===== config.mk =====
export PLATFORM = sky130hd
export DESIGN_NAME = bus_arbiter8
export DESIGN_NICKNAME = d
export VERILOG_FILES = /design/src/rtl/bus_arb_pkg.sv /design/src/rtl/rr_pick8.sv /design/src/rtl/bus_arbiter8.sv
export SDC_FILE = /design/constraint.sdc
export NUM_CORES = 1
export LEC_CHECK = 0
export CORE_MARGIN = 1
export CORE_UTILIZATION = 40
export CTS_CLUSTER_SIZE = 12
export DETAILED_ROUTE_END_ITERATION = 8
export SLEW_MARGIN = 20
export SYNTH_ARGS = -nofsm -noshare
export SYNTH_HDL_FRONTEND = slang
export SYNTH_SLANG_ARGS = --single-unit

===== constraint.sdc =====
create_clock -name Clk -period 12.6 [get_ports Clk]
set_input_delay 1.89 -clock Clk [delete_from_list [all_inputs] [get_ports Clk]]
set_output_delay 1.89 -clock Clk [all_outputs]
set_load 0.01 [all_outputs]

===== src/rtl/bus_arb_pkg.sv =====
// Shared types and constants for the 8-way round-robin bus arbiter.
package bus_arb_pkg;

    localparam int NUM_REQ   = 8;
    localparam int SEL_WIDTH = 3;

    typedef enum logic [1:0] {
        IDLE,
        GRANT,
        TURN
    } state_t;

    typedef logic [SEL_WIDTH-1:0] sel_t;
    typedef logic [NUM_REQ-1:0]   req_t;

    function automatic req_t onehot(input sel_t idx);
        req_t v;
        v      = '0;
        v[idx] = 1'b1;
        return v;
    endfunction

endpackage


===== src/rtl/rr_pick8.sv =====
// Combinational round-robin picker: rotate past Last, take the lowest set
// bit, then map the rotated position back to a requester index.
module rr_pick8
    import bus_arb_pkg::*;
(
    input  logic [NUM_REQ-1:0]   Req,
    input  logic [SEL_WIDTH-1:0] Last,
    output logic                 Any,
    output logic [SEL_WIDTH-1:0] Idx
);

    sel_t start;
    sel_t pos;
    sel_t k;
    req_t rot;

    always_comb begin
        start = Last + 3'd1;
        rot   = '0;
        k     = '0;
        for (int i = 0; i < NUM_REQ; i++) begin
            k      = start + SEL_WIDTH'(i);
            rot[i] = Req[k];
        end
        pos = '0;
        for (int i = NUM_REQ - 1; i >= 0; i--) begin
            if (rot[i]) pos = SEL_WIDTH'(i);
        end
        Idx = pos + start;
        Any = |Req;
    end

endmodule


===== src/rtl/bus_arbiter8.sv =====
// 8-requester round-robin bus arbiter with one-cycle turnaround.
// Optional per-tenure hold limit enabled by macro BUS_ARB_TIMEOUT_EN.
module bus_arbiter8
    import bus_arb_pkg::*;
#(
    parameter int MAX_HOLD  = 16,
    parameter int CNT_WIDTH = 8
) (
    input  logic                 Clk,
    input  logic                 Reset_n,
    input  logic [NUM_REQ-1:0]   Req,
    input  logic                 Done,
    output logic [NUM_REQ-1:0]   Gnt,
    output logic [SEL_WIDTH-1:0] Sel,
    output logic                 BusValid,
    output logic                 TimeoutErr
);

    if (MAX_HOLD < 2 || MAX_HOLD > 255 ||
        CNT_WIDTH < $clog2(MAX_HOLD + 1)) begin : g_bad_cfg
        $error("bus_arbiter8: MAX_HOLD/CNT_WIDTH out of range");
    end

    state_t state;
    state_t state_nx;
    sel_t   last;
    sel_t   last_nx;
    sel_t   sel_nx;
    req_t   gnt_nx;
    logic   valid_nx;
    logic   any;
    sel_t   idx;
    logic   rel;
    logic   hold_to;

    rr_pick8 u_pick (
        .Req  (Req),
        .Last (last),
        .Any  (any),
        .Idx  (idx)
    );

    assign rel = Done || !Req[Sel];

`ifdef BUS_ARB_TIMEOUT_EN
    logic [CNT_WIDTH-1:0] cnt;
    logic [CNT_WIDTH-1:0] cnt_nx;
    logic                 terr_nx;
    logic                 terr_q;

    assign hold_to    = (cnt == CNT_WIDTH'(MAX_HOLD));
    assign TimeoutErr = terr_q;
`else
    assign hold_to    = 1'b0;
    assign TimeoutErr = 1'b0;
`endif

    always_comb begin
        state_nx = state;
        last_nx  = last;
        sel_nx   = Sel;
        gnt_nx   = Gnt;
        valid_nx = BusValid;
`ifdef BUS_ARB_TIMEOUT_EN
        cnt_nx   = cnt;
        terr_nx  = 1'b0;
`endif
        unique case (state)
            IDLE, TURN: begin
                gnt_nx   = '0;
                valid_nx = 1'b0;
                state_nx = IDLE;
                if (any) begin
                    state_nx = GRANT;
                    gnt_nx   = onehot(idx);
                    sel_nx   = idx;
                    last_nx  = idx;
                    valid_nx = 1'b1;
`ifdef BUS_ARB_TIMEOUT_EN
                    cnt_nx   = CNT_WIDTH'(1);
`endif
                end
            end
            GRANT: begin
                // Done/drop outranks the hold limit, so a clean end never flags
                if (rel || hold_to) begin
                    state_nx = TURN;
                    gnt_nx   = '0;
                    valid_nx = 1'b0;
`ifdef BUS_ARB_TIMEOUT_EN
                    terr_nx  = !rel;
                end else begin
                    cnt_nx   = cnt + CNT_WIDTH'(1);
`endif
                end
            end
            default: state_nx = IDLE;
        endcase
    end

    always_ff @(posedge Clk or negedge Reset_n) begin
        if (!Reset_n) begin
            state    <= IDLE;
            last     <= 3'd7;
            Sel      <= '0;
            Gnt      <= '0;
            BusValid <= 1'b0;
`ifdef BUS_ARB_TIMEOUT_EN
            cnt      <= '0;
            terr_q   <= 1'b0;
`endif
        end else begin
            state    <= state_nx;
            last     <= last_nx;
            Sel      <= sel_nx;
            Gnt      <= gnt_nx;
            BusValid <= valid_nx;
`ifdef BUS_ARB_TIMEOUT_EN
            cnt      <= cnt_nx;
            terr_q   <= terr_nx;
`endif
        end
    end

endmodule


==> results.json, run 1 <==
{
  "status": "finished, final reports clean",
  "synth_most_common_cell": "nand2_1",
  "insertion_delay_ps": 250,
  "gp_congestion": 0.815,
  "worstMarginPinSlew_ps": 830,
  "rsz0062_at_grt": "no",
  "clockRootBuffer": "clkbuf_8",
  "cts-hold-fix-buffers": 0,
  "htreeDepth": 1,
  "dpl_cell_area_um2": 1770,
  "ys_async_sr_fraction": 1.00,
  "hold_depth": 2,
  "grt_pass1_wl_mm": 6.14,
  "die_w_um": 64.2,
  "synth_edf_count": 0,
  "crit_path_end_kind": "flop",
  "port_buffers": 22,
  "final_util": 0.492,
  "synth_top_area_share": 0.227,
  "ff2ff_path_depth": 13,
  "min-delay-path-class": "reg -> reg",
  "antenna_left": 0,
  "slew_headroom": 0.445,
  "design_area_um2": 1810,
  "critPathKind": "in -> reg",
  "cts_buffers": 3,
  "antenna_found_initial": 0,
  "fmax_ghz": 0.183,
  "cts.path.max_buffers": 2,
  "crit_required_ps": 12740,
  "grt_pass1_vias": 1354,
  "cts_sinks": 17,
  "path_clk_slew_ps": 70,
  "nets": 187,
  "drt-total-wl_mm": 3.58,
  "synth_warnings": 0,
  "core_um2": 3690,
  "fin_crit_ps": 5470,
  "hold_viol": 0,
  "synthesis.area_um2": 1550,
  "routed_via_density": 6.22,
  "ys_top_cells_by_count": "nand2_1 (16), dfrtp_1 (14), nor4_1 (12)",
  "setup_viol": 0,
  "ioPinCount": 24,
  "synth-seq-cells": 17,
  "start_util": 0.419,
  "dp_hpwl_mm": 2.78,
  "syn_inst": 155,
  "drt_first_pass_iters": 4,
  "final_layout_size_suffix_gt1_frac": 0.123,
  "syn-num-nets": 170,
  "wl_per_cell_um": 16.3,
  "fp.dieH_um": 64.2,
  "cts_tree": "built",
  "vias": 1362,
  "grt_max_degree": 18,
  "postCtsResizedCells": 0,
  "grt_overflow_total": 0,
  "startpoint_type": "primary input",
  "yosys-top-cells-area": "dfrtp_1 (23%), mux4_2 (13%), dfstp_2 (5.1%)",
  "timing.hold.ws_ps": 476,
  "cp_data_arrival_time_ps": 5620,
  "synth_cell_types": 51,
  "critPathMaxFanout": 6,
  "maxSlewViolCount": 0,
  "diodes": 0,
  "synth_largest_area_cell": "dfrtp_1",
  "avgSynthCellArea_um2": 9.98,
  "post-route-period-util": 0.434,
  "clock_skew_ps": 9.81,
  "ys.flop_type": "dfrtp_1",
  "design.die.area_um2": 4120,
  "grt_usage": 0.191,
  "rows": 22,
  "post_cts_buffers": 0,
  "seq_area_frac_synth": 0.278,
  "area_delta_synth_final_pct": 17.3,
  "drc_errors": 0,
  "drv_cap": 0,
  "finalSetupTns_ps": 0,
  "drtIter0Drc": 47
}
metrics by stage:
stage          instances  setup slack (ps)
6_report             219              7130
5_1_grt              219              6930
4_1_cts              219              7130
3_5_place_dp         215              6880
3_3_place_gp         215              7110
2_1_floorplan        155              7920
sequential cells by signal, summed over array words and instances (netlist names):
| register | count |
|---|---|
| state | 2 |
| Sel | 3 |
| last | 3 |
| Gnt | 8 |
| BusValid | 1 |
layout by cell type, fill, tap and decap left out, types with 2 or more instances in the layout:
| cell type | count |
|---|---|
| mux2i_1 | 4 |
| nor4_1 | 12 |
| o211ai_1 | 7 |
| or3_1 | 2 |
| clkbuf_8 | 3 |
| o21bai_1 | 2 |
| and3_1 | 3 |
| clkdlybuf4s50_1 | 22 |
| ha_1 | 3 |
| nor2_1 | 7 |
| nand2_1 | 16 |
| nand4_1 | 4 |
| a2111oi_0 | 2 |
| and2_1 | 3 |
| o21ai_0 | 2 |
| xnor2_1 | 3 |
| inv_1 | 5 |
| a221o_1 | 2 |
| dfrtp_1 | 14 |
| o2111ai_1 | 4 |
| mux4_2 | 9 |
| dfstp_2 | 3 |
| nor3b_1 | 3 |
| or4_1 | 5 |
| nand3_1 | 7 |
metal layers:
metal / GRT usage / routed length [µm] / vias to the layer above
met5: 0 / 0 / -
met4: 0.0472 / 8 / 0
met3: 0.0446 / 154 / 2
met2: 0.340 / 1830 / 39
met1: 0.229 / 1590 / 670
li1: - / - / 651
worst max-delay path: stages:
cell	delay [ps]
clkdlybuf4s50_1	490
mux4_2	550
and2_1	170
a2111oi_0	550
o32ai_1	190
a221oi_1	330
ha_1	230
fa_1	510
inv_1	150
nor4_1	80
and3_1	220
a221o_1	250
cell type report:
| cell class | count | area (µm²) |
|---|---|---|
| clock buffer | 4 | 45.0 |
| timing repair buffer | 22 | 220 |
| tap | 48 | 60.1 |
| multi-input combinational | 123 | 1040 |
| sequential | 17 | 429 |
| fill | 375 | 1870 |
| inverter | 5 | 18.8 |
path summary, 6_finish.rpt:
path / from / to / slack (ps)
hold / removal: last[1] / last[1] / 480
setup reg to reg: last[0] / Gnt[6] / 7850
min in group asynchronous: Reset_n / Gnt[1] / 2080
setup / recovery: Req[2] / Gnt[6] / 7130
hold reg to reg: last[1] / last[1] / 480
max in group asynchronous: Reset_n / Gnt[4] / 10030
kinds of logic (layout without fill, tap and decap cells):
group | after synthesis | after routing | synth area share
simple gates | 67 | 67 | 0.239
compound gates | 29 | 29 | 0.150
flops | 17 | 17 | 0.278
mux | 16 | 16 | 0.191
buf+inv | 15 | 31 | 0.0493
xor+xnor | 6 | 6 | 0.0526
fa+ha+maj | 4 | 4 | 0.0372
other cells | 1 | 1 | 0.00242
Power of run 1 is left out: the tool's default activity adds up to more than one toggle a clock period on the data nets, which glitch-free logic cannot reach.
==> run 2, diff against run 1 <==
clock period = 5.2 ns   (was 12.6 ns; I/O delays follow)
==> results.json, run 2 (synthesis results as in run 1) <==
{
  "drt-total-wl_mm": 3.65,
  "antenna_left": 0,
  "cts.path.max_buffers": 2,
  "clockRootBuffer": "clkbuf_8",
  "critPathKind": "reg -> reg",
  "final_layout_size_suffix_gt1_frac": 0.123,
  "max_stage_delay_ps": 760,
  "rsz0062_at_grt": "no",
  "vias": 1393,
  "hold_viol": 0,
  "worst_path_max_delay_cell": "mux4_1",
  "wl_per_cell_um": 16.6,
  "cts_sinks": 17,
  "fin_crit_ps": 4640,
  "clock_skew_ps": 2.50,
  "cp_common_cell": "ha_1",
  "finalSetupTns_ps": 0,
  "setup_viol": 0,
  "path_delay_family": "adder cells",
  "port_buffers": 22,
  "largest_register": "Gnt",
  "start_util": 0.419,
  "routed_via_density": 6.36,
  "post_cts_buffers": 0,
  "core_um2": 3690,
  "design.die.area_um2": 4120,
  "fmax_ghz": 0.215,
  "grt_overflow_total": 0,
  "post-route-period-util": 0.893,
  "timing.hold.ws_ps": 479,
  "die_w_um": 64.2,
  "multi_input_area_um2": 1040,
  "fin_cells": 219,
  "slew_headroom": 0.477,
  "area_delta_synth_final_pct": 17.3,
  "diodes": 0,
  "critPathMaxFanout": 12,
  "path_clk_slew_ps": 70,
  "cts_buffers": 3,
  "grt_max_degree": 18,
  "cp_num_buf_inv": 1,
  "min-delay-path-class": "reg -> reg",
  "status": "finished, final reports clean",
  "fp.dieH_um": 64.2,
  "r2r_setup_slack_ps": 560,
  "cp_data_arrival_time_ps": 4780,
  "grt_pass1_vias": 1274,
  "worstMarginPinSlew_ps": 784,
  "largestRegisters": "Gnt: 8 flops, Sel: 3 flops, last: 3 flops",
  "startpoint_type": "flop",
  "grt_pass1_wl_mm": 6.15,
  "dp_hpwl_mm": 2.71,
  "insertion_delay_ps": 250,
  "dp_cells": 215,
  "cts-hold-fix-buffers": 0,
  "crit_required_ps": 5340,
  "gp_congestion": 0.842,
  "crit_chain": "inv_1, ha_1, mux4_1, nor3b_1, a31oi_1, o221ai_1, a221oi_1, ha_1, fa_1, xnor2_1, nor4_1, and3_1, a221o_1",
  "drv_cap": 0,
  "seqCellArea_um2": 429,
  "maxSlewViolCount": 0,
  "nets": 187,
  "largest_reg_flops": 8,
  "final_cell_mix": "clkdlybuf4s50_1 (22), nand2_1 (16), dfrtp_1 (14)",
  "ioPinCount": 24,
  "drc_errors": 0,
  "grt_usage": 0.192,
  "rows": 22,
  "antenna_found_initial": 0,
  "drtIter0Drc": 82,
  "final_common_cell": "clkdlybuf4s50_1",
  "cts_tree": "built",
  "htreeDepth": 1,
  "postCtsResizedCells": 0,
  "drt_first_pass_iters": 4,
  "num-fill-cells": 349,
  "crit_path_end_kind": "flop"
}
-- run 2: cell counts in the layout (fill, tap and decap cells not counted) --
No cell type changed its count.
-- run 2: final timing paths --
check,from,endpoint,cells past startpoint
max in group asynchronous,Reset_n,state[1],1
worst min-delay path,BusValid,BusValid,1
worst min register to register,BusValid,BusValid,1
min in group asynchronous,Reset_n,Gnt[5],1
worst max-delay path,last[0],Gnt[6],13
worst max register to register,last[0],Gnt[6],13
-- run 2: per-stage QoR --
| stage | cell area (µm²) | setup WS, ps | util |
|---|---|---|---|
| after global routing | 1810 | 168 | 0.492 |
| after floorplan | 1550 | 1160 | - |
| after detailed placement | 1770 | 598 | 0.480 |
| after CTS | 1810 | 577 | 0.492 |
| after global placement | 1770 | 709 | 0.480 |
| final | 1810 | 557 | 0.492 |
-- run 2: area by class of cell --
cell class | count | area share
inverters | 5 | 0.0103
multi-input cells | 123 | 0.574
flip-flops and latches | 17 | 0.237
clock buffers | 4 | 0.0248
repair buffers | 22 | 0.121
well taps | 48 | 0.0331
-- run 2: metal layers --
| metal | vias up | track usage | wire, µm |
|---|---|---|---|
| met3 | 4 | 0.0375 | 175 |
| met2 | 47 | 0.322 | 1810 |
| met4 | 0 | 0.0278 | 14 |
| li1 | 649 | - | - |
| met1 | 693 | 0.261 | 1640 |
| met5 | - | 0 | 0 |
Power of run 2 is left out for the same reason.
